<file path="src/rtl/mps_pkg.sv">
// Shared definitions for the multi-project scheduler: register map defaults,
// FSM state encoding, CTRL/STATUS field positions and a byte-merge helper.
package mps_pkg;

    localparam logic [31:0] ADDR_CTRL_DEFAULT   = 32'h3000_0300;
    localparam logic [31:0] ADDR_DWELL_DEFAULT  = 32'h3000_0304;
    localparam logic [31:0] ADDR_STATUS_DEFAULT = 32'h3000_0308;

    // State encoding is visible to software through STATUS[9:8].
    typedef enum logic [1:0] {
        ST_RUN        = 2'd0,
        ST_QUIESCE    = 2'd1,
        ST_SWITCH     = 2'd2,
        ST_RESET_HOLD = 2'd3
    } sched_state_e;

    // CTRL fields
    localparam int CTRL_TGT_LSB  = 0;
    localparam int CTRL_AUTO_BIT = 8;
    localparam int CTRL_GO_BIT   = 9;

    // STATUS fields
    localparam int STAT_ACT_LSB   = 0;
    localparam int STAT_STATE_LSB = 8;
    localparam int STAT_BUSY_BIT  = 10;
    localparam int STAT_ERR_BIT   = 11;
    localparam int STAT_AUTO_BIT  = 12;

    // Replace the bytes of old_val selected by sel with those of wdat.
    function automatic logic [31:0] sel_merge(input logic [31:0] old_val,
                                              input logic [31:0] wdat,
                                              input logic [3:0]  sel);
        logic [31:0] r;
        r = old_val;
        for (int b = 0; b < 4; b++) begin
            if (sel[b]) r[b*8 +: 8] = wdat[b*8 +: 8];
        end
        return r;
    endfunction

endpackage

</file>
<file path="src/rtl/project_scheduler_if.sv">
// Wishbone slave-side bundle between the scheduler top and its register file.
interface project_scheduler_if;
    logic        stb;
    logic        cyc;
    logic        we;
    logic [3:0]  sel;
    logic [31:0] adr;
    logic [31:0] dat_w;
    logic        ack;
    logic [31:0] dat_r;

    modport master (output stb, cyc, we, sel, adr, dat_w, input ack, dat_r);
    modport slave  (input stb, cyc, we, sel, adr, dat_w, output ack, dat_r);
endinterface

</file>
<file path="src/rtl/project_scheduler_regs.sv">
// Wishbone register file: CTRL (target/auto_en/go), DWELL, read-only STATUS.
// Produces a one-cycle go request toward the FSM and holds the sticky err bit.
module project_scheduler_regs
    import mps_pkg::*;
#(
    parameter int          NUM_PROJECTS   = 3,
    parameter logic [31:0] ADDRESS_CTRL   = ADDR_CTRL_DEFAULT,
    parameter logic [31:0] ADDRESS_DWELL  = ADDR_DWELL_DEFAULT,
    parameter logic [31:0] ADDRESS_STATUS = ADDR_STATUS_DEFAULT
) (
    input  logic                clk,
    input  logic                reset_n,
    project_scheduler_if.slave  wb,
    input  logic [7:0]          active_project,
    input  sched_state_e        state,
    input  logic                busy,
    output logic                go_req,
    output logic [7:0]          go_target,
    output logic                auto_en,
    output logic [31:0]         dwell,
    output logic                dwell_wr
);

    logic        ack_q, ack_d;
    logic [31:0] dat_q, dat_d;
    logic [7:0]  tgt_q, tgt_d;
    logic        auto_q, auto_d;
    logic        err_q, err_d;
    logic [31:0] dwell_q, dwell_d;

    logic        hit_ctrl, hit_dwell, hit_status, accept, wr;
    logic [31:0] ctrl_rd, ctrl_wr, status_rd, rdata;
    logic        go_bit, tgt_ok;

    assign hit_ctrl   = (wb.adr == ADDRESS_CTRL);
    assign hit_dwell  = (wb.adr == ADDRESS_DWELL);
    assign hit_status = (wb.adr == ADDRESS_STATUS);
    // ack_q blocks a second ack while the master still holds the same request
    assign accept     = wb.cyc && wb.stb && !ack_q && (hit_ctrl || hit_dwell || hit_status);
    assign wr         = accept && wb.we;

    assign ctrl_rd = {22'd0, 1'b0, auto_q, tgt_q};
    assign ctrl_wr = sel_merge(ctrl_rd, wb.dat_w, wb.sel);
    assign go_bit  = wb.sel[1] && wb.dat_w[CTRL_GO_BIT];
    assign tgt_ok  = ({24'd0, ctrl_wr[7:0]} < 32'(NUM_PROJECTS));

    // STATUS word assembly
    always_comb begin
        status_rd = '0;
        status_rd[STAT_ACT_LSB +: 8]   = active_project;
        status_rd[STAT_STATE_LSB +: 2] = state;
        status_rd[STAT_BUSY_BIT]       = busy;
        status_rd[STAT_ERR_BIT]        = err_q;
        status_rd[STAT_AUTO_BIT]       = auto_q;
    end

    // Read mux
    always_comb begin
        rdata = '0;
        if (hit_ctrl)        rdata = ctrl_rd;
        else if (hit_dwell)  rdata = dwell_q;
        else if (hit_status) rdata = status_rd;
    end

    // Register writes, go request and bus response next-state
    always_comb begin
        tgt_d     = tgt_q;
        auto_d    = auto_q;
        err_d     = err_q;
        dwell_d   = dwell_q;
        go_req    = 1'b0;
        dwell_wr  = 1'b0;
        go_target = ctrl_wr[CTRL_TGT_LSB +: 8];
        if (wr && hit_ctrl) begin
            if (go_bit && !tgt_ok) begin
                // out-of-range go: drop the whole write, flag it
                err_d = 1'b1;
            end else begin
                tgt_d  = ctrl_wr[CTRL_TGT_LSB +: 8];
                auto_d = ctrl_wr[CTRL_AUTO_BIT];
                if (go_bit) begin
                    err_d  = 1'b0;
                    go_req = 1'b1;
                end
            end
        end
        if (wr && hit_dwell) begin
            dwell_d  = sel_merge(dwell_q, wb.dat_w, wb.sel);
            dwell_wr = 1'b1;
        end
        ack_d = accept;
        dat_d = (accept && !wb.we) ? rdata : 32'd0;
    end

    // Register state
    always_ff @(posedge clk) begin
        if (!reset_n) begin
            ack_q   <= 1'b0;
            dat_q   <= '0;
            tgt_q   <= '0;
            auto_q  <= 1'b0;
            err_q   <= 1'b0;
            dwell_q <= '0;
        end else begin
            ack_q   <= ack_d;
            dat_q   <= dat_d;
            tgt_q   <= tgt_d;
            auto_q  <= auto_d;
            err_q   <= err_d;
            dwell_q <= dwell_d;
        end
    end

    assign wb.ack   = ack_q;
    assign wb.dat_r = dat_q;
    assign auto_en  = auto_q;
    assign dwell    = dwell_q;

endmodule

</file>
<file path="src/rtl/project_scheduler.sv">
// Multi-project scheduler: gates project IO, switches the active project and
// holds a reset across the switch. Optional auto-rotation on a dwell timer.
module project_scheduler
    import mps_pkg::*;
#(
    parameter int          NUM_PROJECTS   = 3,
    parameter logic [31:0] ADDRESS_CTRL   = ADDR_CTRL_DEFAULT,
    parameter logic [31:0] ADDRESS_DWELL  = ADDR_DWELL_DEFAULT,
    parameter logic [31:0] ADDRESS_STATUS = ADDR_STATUS_DEFAULT,
    parameter int          QUIESCE_CYCLES = 16,
    parameter int          RESET_CYCLES   = 16
) (
    input  logic        wb_clk_i,
    input  logic        reset_n,
    input  logic        wbs_stb_i,
    input  logic        wbs_cyc_i,
    input  logic        wbs_we_i,
    input  logic [3:0]  wbs_sel_i,
    input  logic [31:0] wbs_adr_i,
    input  logic [31:0] wbs_dat_i,
    output logic        wbs_ack_o,
    output logic [31:0] wbs_dat_o,
    output logic [7:0]  active_project,
    output logic        project_reset,
    output logic        io_gate
);

    project_scheduler_if wb ();

    assign wb.stb    = wbs_stb_i;
    assign wb.cyc    = wbs_cyc_i;
    assign wb.we     = wbs_we_i;
    assign wb.sel    = wbs_sel_i;
    assign wb.adr    = wbs_adr_i;
    assign wb.dat_w  = wbs_dat_i;
    assign wbs_ack_o = wb.ack;
    assign wbs_dat_o = wb.dat_r;

    sched_state_e state_q, state_d;
    logic [7:0]   cnt_q, cnt_d;
    logic         pend_vld_q, pend_vld_d;
    logic [7:0]   pend_tgt_q, pend_tgt_d;
    logic [7:0]   sw_tgt_q, sw_tgt_d;
    logic [7:0]   active_q, active_d;
    logic [31:0]  dwell_cnt_q, dwell_cnt_d;

    logic         go_req, auto_en, dwell_wr, busy, auto_evt;
    logic [7:0]   go_target, next_proj;
    logic [31:0]  dwell;

    assign busy = (state_q != ST_RUN) || pend_vld_q;

    project_scheduler_regs #(
        .NUM_PROJECTS   (NUM_PROJECTS),
        .ADDRESS_CTRL   (ADDRESS_CTRL),
        .ADDRESS_DWELL  (ADDRESS_DWELL),
        .ADDRESS_STATUS (ADDRESS_STATUS)
    ) u_regs (
        .clk            (wb_clk_i),
        .reset_n        (reset_n),
        .wb             (wb),
        .active_project (active_q),
        .state          (state_q),
        .busy           (busy),
        .go_req         (go_req),
        .go_target      (go_target),
        .auto_en        (auto_en),
        .dwell          (dwell),
        .dwell_wr       (dwell_wr)
    );

    assign next_proj = (active_q >= 8'(NUM_PROJECTS - 1)) ? 8'd0 : active_q + 8'd1;
    // Auto-rotate never overwrites a request that is already waiting.
    assign auto_evt  = (state_q == ST_RUN) && auto_en && (dwell != 32'd0) &&
                       !pend_vld_q && (dwell_cnt_q == dwell - 32'd1);

    // Next-state: switch sequencing, pending request and dwell counter
    always_comb begin
        state_d     = state_q;
        cnt_d       = cnt_q;
        pend_vld_d  = pend_vld_q;
        pend_tgt_d  = pend_tgt_q;
        sw_tgt_d    = sw_tgt_q;
        active_d    = active_q;
        dwell_cnt_d = dwell_cnt_q;

        case (state_q)
            ST_RUN: begin
                if (pend_vld_q) begin
                    // latch the target now so a go arriving mid-sequence
                    // queues behind this switch instead of redirecting it
                    state_d    = ST_QUIESCE;
                    cnt_d      = '0;
                    sw_tgt_d   = pend_tgt_q;
                    pend_vld_d = 1'b0;
                end
            end
            ST_QUIESCE: begin
                if (cnt_q == 8'(QUIESCE_CYCLES - 1)) begin
                    state_d = ST_SWITCH;
                    cnt_d   = '0;
                end else begin
                    cnt_d = cnt_q + 8'd1;
                end
            end
            ST_SWITCH: begin
                active_d = sw_tgt_q;
                state_d  = ST_RESET_HOLD;
                cnt_d    = '0;
            end
            default: begin
                if (cnt_q == 8'(RESET_CYCLES - 1)) begin
                    state_d = ST_RUN;
                    cnt_d   = '0;
                end else begin
                    cnt_d = cnt_q + 8'd1;
                end
            end
        endcase

        // manual go is applied last so it wins over auto-rotate
        if (auto_evt) begin
            pend_vld_d = 1'b1;
            pend_tgt_d = next_proj;
        end
        if (go_req) begin
            pend_vld_d = 1'b1;
            pend_tgt_d = go_target;
        end

        if ((state_q != ST_RUN) || !auto_en || dwell_wr || (dwell == 32'd0) || auto_evt)
            dwell_cnt_d = '0;
        else
            dwell_cnt_d = dwell_cnt_q + 32'd1;
    end

    // State register; reset lands in RESET_HOLD so every project gets a full reset
    always_ff @(posedge wb_clk_i) begin
        if (!reset_n) begin
            state_q     <= ST_RESET_HOLD;
            cnt_q       <= '0;
            pend_vld_q  <= 1'b0;
            pend_tgt_q  <= '0;
            sw_tgt_q    <= '0;
            active_q    <= '0;
            dwell_cnt_q <= '0;
        end else begin
            state_q     <= state_d;
            cnt_q       <= cnt_d;
            pend_vld_q  <= pend_vld_d;
            pend_tgt_q  <= pend_tgt_d;
            sw_tgt_q    <= sw_tgt_d;
            active_q    <= active_d;
            dwell_cnt_q <= dwell_cnt_d;
        end
    end

    // reset_n forces the safe output values even before the first clock edge
    assign active_project = active_q;
    assign io_gate        = reset_n && (state_q == ST_RUN);
    assign project_reset  = !reset_n || (state_q == ST_SWITCH) || (state_q == ST_RESET_HOLD);

endmodule
</file>
<file path="config.mk">
export PLATFORM = sky130hd
export DESIGN_NAME = project_scheduler
export DESIGN_NICKNAME = d
export VERILOG_FILES = /design/src/rtl/mps_pkg.sv /design/src/rtl/project_scheduler_if.sv /design/src/rtl/project_scheduler_regs.sv /design/src/rtl/project_scheduler.sv
export SDC_FILE = /design/constraint.sdc
export NUM_CORES = 1
export LEC_CHECK = 0
export ABC_CLOCK_PERIOD_IN_PS = 3500
export CORE_ASPECT_RATIO = 1.4
export CORE_MARGIN = 1
export CORE_UTILIZATION = 54
export DETAILED_ROUTE_END_ITERATION = 10
export PLACE_DENSITY = 0.8
export SYNTH_ARGS = -nofsm -noshare
export SYNTH_HDL_FRONTEND = slang
export SYNTH_SLANG_ARGS = --single-unit
</file>
<file path="constraint.sdc">
create_clock -name wb_clk_i -period 3.5 [get_ports wb_clk_i]
set_input_delay 0.7 -clock wb_clk_i [delete_from_list [all_inputs] [get_ports wb_clk_i]]
set_output_delay 0.7 -clock wb_clk_i [all_outputs]
set_load 0.03 [all_outputs]
</file>
# --- Word level (Yosys, flattened, before mapping) ---
# Index checks and enable logic that the tools add are counted.
word_totals:
  reg_bits: 142
  elab_cells: 108
  out_inout_bits: 43
  in_bits: 73
classes:
  addsub: 4
  n_lt_le_gt_ge: 2
  n_bitwise: 3
  n_reduce_logical: 49
  mux: 23
  n_eq_ne: 10
ops:
  columns: ["cell", "count"]
  rows:
  - ["$eq A32 B30 Y1 const B", 3]
  - ["$mux W8", 6]
  - ["$add A32 B1 Y32 const B", 1]
  - ["$eq A32 B32 Y1", 1]
  - ["$logic_not A32 Y1", 1]
  - ["$mux W32", 1]
  - ["$reduce_bool A32 Y1", 1]
  - ["$sub A32 B1 Y32 const B", 1]
  - ["$add A8 B1 Y8 const B", 2]
  - ["$pmux W8 S2", 1]
  - ["$reduce_and A2 Y1", 8]
  - ["$logic_and A1 B1 Y1", 14]
  - ["$mux W13", 1]
  - ["$logic_or A1 B1 Y1", 9]
  - ["$mux W1", 9]
  - ["$mux W9", 1]
  - ["$eq A8 B4 Y1 const B", 1]
  - ["$ge A8 B2 Y1 const B", 1]
  - ["$lt A8 B2 Y1 const B", 1]
  - ["$logic_not A1 Y1", 6]
  - ["$mux W2", 3]
  - ["$pmux W2 S3", 1]
  - ["$reduce_and A3 Y1", 2]
  - ["$reduce_bool A2 Y1", 3]
  - ["8 further kinds", 13]

# --- Depth between registers and ports, before layout ---
logic_depth:
  ltp_word: 11
  ltp_mapped: 15
  mapped_depth_nobuf: 11

# --- Cells and area by module ---
# Synthesis repeated with hierarchy kept, for this count alone.
unflattened:
  cells_unflattened: 813
  area_unflattened_um2: 7470.9
modules_own_cells:
  columns: ["mod", "n_inst", "seq_area_each_um2", "area_per_inst_um2", "cells_per_inst"]
  rows:
  - ["project_scheduler", 1, 1341.3, 4409.2, 512]
  - ["project_scheduler_regs", 1, 1501.4, 3061.7, 301]

# --- Worst setup path after synthesis ---
# No wires, ideal clock.
synth_timing:
  path_type: "reg-to-reg"
  start: "register u_regs.dwell_q[24] (netlist: u_regs.dwell[24])"
  end: "register dwell_cnt_q[24]"
  path_buffers: 4
  required_ps: 3438
  path_stages_with_launch: 14
  slack_ps: 275
  setup_ps: 62
  period_less_slack_ps: 3225
  arrival_time_ps: 3163
  path_cell_list: "dfxtp_1 -> buf_6 -> or4_4 -> or4_4 -> and4_1 -> or3_1 -> a31oi_1 -> nor4b_1 -> and4b_1 -> buf_6 -> or3_1 -> buf_6 -> buf_8 -> nor2_4"
synth_between:
  elab_chain_cells: 6
  elab_cells_between_ends: 10
  classes_between: "add/sub (1); eq/ne (1); reduce/logical (8)"
synth_rtl:
  columns: ["item", "line_no", "rtl"]
  rows:
  - ["start: declaration", "project_scheduler_regs.sv:29", "logic [31:0] dwell_q, dwell_d;"]
  - ["start signal: assignment", "project_scheduler_regs.sv:110", "dwell_q <= dwell_d;"]
  - ["parallel branches: the longest is 4 deep, another holds $sub A32 B1 Y32", null, null]
  - ["$logic_or A1 B1 Y1 (*)", "project_scheduler.sv:131", "if ((state_q != ST_RUN) || !auto_en || dwell_wr || (dwell == 32'd0) || auto_evt)"]
  - ["$reduce_or A2 Y1 (no source line) (*)", null, null]
  - ["end signal: assignment", "project_scheduler.sv:154", "dwell_cnt_q <= dwell_cnt_d;"]
  - ["end: declaration", "project_scheduler.sv:45", "logic [31:0] dwell_cnt_q, dwell_cnt_d;"]
# Mark *: on every way between the ends.
# A chain may end at the register's enable or synchronous reset.

# --- Worst setup path after layout ---
layout_timing:
  start: "register u_regs.dwell_q[24] (netlist: u_regs.dwell[24])"
  end: "register dwell_cnt_q[2]"
# The elaborated chain is that of the path after synthesis.

==> impl_metrics.ini <==
[status]
status = finished, final reports clean

[synthesis]
syn_area_per_cell_um2 = 8.71
synthSimpleGateAreaFrac_pct = 31.3
synth_top_family_by_area = simple AND/OR/NAND/NOR gates
ys_seq_area_share_pct = 39.4
syn_nets = 910
synth_cells = 828
synthFlopType = dfxtp_1
synth-compound-area-share_pct = 10.8
async_flop_share_pct = 0
synthAdderAreaFrac_pct = 1.56
yosysWarnings = 0
synthMuxAreaShare_pct = 4.76
synth-seq-cells = 142
synth.cell_area_um2 = 7210
ys_types = 55
synth_xor_area_share_pct = 8.26
synth-edff-count = 0

[grt]
grt_start_max_net_pins = 74
grt.busiest_layer = met2
met2_usage_pct = 50.8
grt_pass1_vias = 6332
grt_pass1_wl_mm = 30.6
antenna_found_initial = 0
grt_usage_pct = 28.0
grt_overflow = 0
grt_use_met3_pct = 5.09
met1_usage_pct = 30.5

[finish]
n_antenna_cell = 0
areaGrowthSynthToFinish_pct = 27.6
nets = 1035
final_util_pct = 71.1
drive_gt1_share_pct = 11.5

[clocking]
ctsHoldBuffers = 0
cts_resized = 0
postCtsSetupRepairBufs = 0
cts_sinks = 142
h-tree-depth = 4
cts_buffers = 17
clk_pin_slew_worst_paths_ns = 0.07
clockBufferDepth = 2
cts_tree = built
cts-root-buf = clkbuf_16
worstSkewPairLatency_ns = 0.43

[sta]
maxSlewHeadroom_pct = 57.5
tns_ns = 0
hold_slack_ns = 0.465
drv_slew = 0
final-hold-violation-count = 0
fin_ws_ns = 0.124
timing.fmax_ghz = 0.296
fin_crit_ns = 3.38
finalCritPeriodShare_pct = 96.5
tightest_slew_ns = 0.638
rsz0062_at_grt = no
skew_ns = 0.0127
final-setup-viol-count = 0

[placement]
io_buffers = 115
pre_cts_ws_ns = 0.158
dp_hpwl_mm = 13.7
routabilityCongestion = 0.943

[route]
dr.pass1.iters = 4
drtIter0Drc = 295
vias = 6385
wl_per_cell_um = 16.3
vias_per_cell = 5.58
ant_nets = 0
remaining_drc_errors = 0
drt-total-wl_mm = 18.6

[worst_setup_path]
crit_type = flip-flop to flip-flop
crit_arrival_ns = 3.73
crit_required_ns = 3.85
critPathMaxFanout = 23
critPathLaunchType = flip-flop
cp-end-kind = flip-flop

[pwr]
p_leak_uw = 0.00346
clock_power_share_pct = 49.2
ir_worst_vdd_v = 0.000307
p_per_area_nw_per_um2 = 379
switchingPower_uw = 820
pwr-share-seq_pct = 46.5
swShare_pct = 23.5
comb_power_share_pct = 4.3
p_int_uw = 2670

[floorplan]
placementRows = 49
pin_count = 116
initial_core_util_pct = 55.7
die_h_um = 139
core_area_um2 = 12900
fp.dieArea_um2 = 13800
die_w_um = 99.6

[flow_run]
drv_cap = 0

[hold_path]
min_path_type = flip-flop to flip-flop
synthesized netlist by cell type, types with 5 or more instances:
library cell    n  area [µm²]
nand3_1        53         265
o21ai_0        27         135
nor2_1         61         229
and2_1         35         219
nor3_1         13        65.1
nand2_1        89         334
nor4_1         19         119
nor2b_1        27         169
nand4_1        13        81.3
xnor2_1        34         298
buf_1           5        18.8
and3_1         17         106
a21boi_0       40         300
a31oi_1         7        43.8
and4_1          5        43.8
inv_1          10        37.5
clkbuf_1       36         135
nor2_4         28         315
xor2_1         34         298
dfxtp_1       142        2840
a22oi_1         5        37.5
ha_1            9         113
or3_1          11        68.8
a21oi_1        21         105
mux2i_1        32         320
sequential cells by signal (all words and copies together) (netlist names):
signal	count
cnt_q	8
pend_vld_q	1
u_regs.wb.ack	1
dwell_cnt_q	32
sw_tgt_q	8
u_regs.err_q	1
active_project	8
u_regs.dwell	32
u_regs.wb.dat_r	32
pend_tgt_q	8
state_q	2
u_regs.auto_en	1
u_regs.tgt_q	8
kinds of logic (layout without fill, tap and decap cells):
group                    count (synthesis)  after routing
multiplexers                            34             34
AND/OR/NAND/NOR                        399            399
adder cells (fa/ha/maj)                  9              9
flip-flops                             142            142
XOR/XNOR                                68             68
buffers and inverters                   57            195
AO/OA/AOI/OAI                          119            119
layout by cell type, fill, tap and decap left out, types with 19 or more instances in the layout:
cell type,count
nor2_1,61
nor4_1,19
xnor2_1,34
and2_1,35
a21boi_0,40
o21ai_0,27
nand3_1,53
xor2_1,34
nor2b_1,27
mux2i_1,32
buf_4,37
dfxtp_1,142
nand2_1,89
nor2_4,28
a21oi_1,21
clkdlybuf4s50_1,114
final cells by class:
class / count / area, µm²
clock buffer: 18 / 439
clock inverter: 14 / 124
fill: 975 / 3740
inverter: 10 / 37.5
multi-input combinational: 629 / 4090
sequential: 142 / 2840
tap: 178 / 223
timing repair buffer: 153 / 1440
per-layer routing:
layer,part of all wire (%),routed length (µm)
met5,0,0
met4,3.3,623
met3,4.6,849
met2,53,9940
met1,39,7210
through the flow:
stage | cell area (µm²) | instances | power [µW]
after floorplan | 7210 | 828 | 1700
after CTS | 9200 | 1144 | 3500
after global placement | 8630 | 1112 | 1800
after global routing | 9200 | 1144 | 3590
final | 9200 | 1144 | 3490
after detailed placement | 8630 | 1112 | 1800
power groups by stage:
stage	Combinational (µW)	Sequential (µW)	Clock, µW
global placement	146	1660	0
finish	149	1620	1710
floorplan	47.7	1660	0
CTS	149	1620	1730
detailed placement	147	1660	0
global route	159	1620	1810
worst max-delay path: stages (launching register included):
cell     delay [ns]
dfxtp_1        0.31
or4_4          0.57
or4_4          0.47
and4_1         0.21
or3_1          0.30
a31oi_1        0.20
nor4b_1        0.10
and4b_1        0.25
or3_2          0.54
buf_12         0.22
nor2_1         0.13
path summary, 6_finish.rpt:
| kind | cells past startpoint | start | slack [ns] | endpoint |
|---|---|---|---|---|
| max | 10 | u_regs.dwell[24]$_SDFFE_PN0P_ | 0.12 | dwell_cnt_q[2]$_SDFF_PP0_ |
| min | 1 | pend_tgt_q[4]$_SDFFE_PN0P_ | 0.46 | pend_tgt_q[4]$_SDFFE_PN0P_ |
| max reg2reg | 10 | u_regs.dwell[24]$_SDFFE_PN0P_ | 0.12 | dwell_cnt_q[2]$_SDFF_PP0_ |
| min reg2reg | 1 | pend_tgt_q[4]$_SDFFE_PN0P_ | 0.46 | pend_tgt_q[4]$_SDFFE_PN0P_ |
Power figures use the tool's default switching activity.
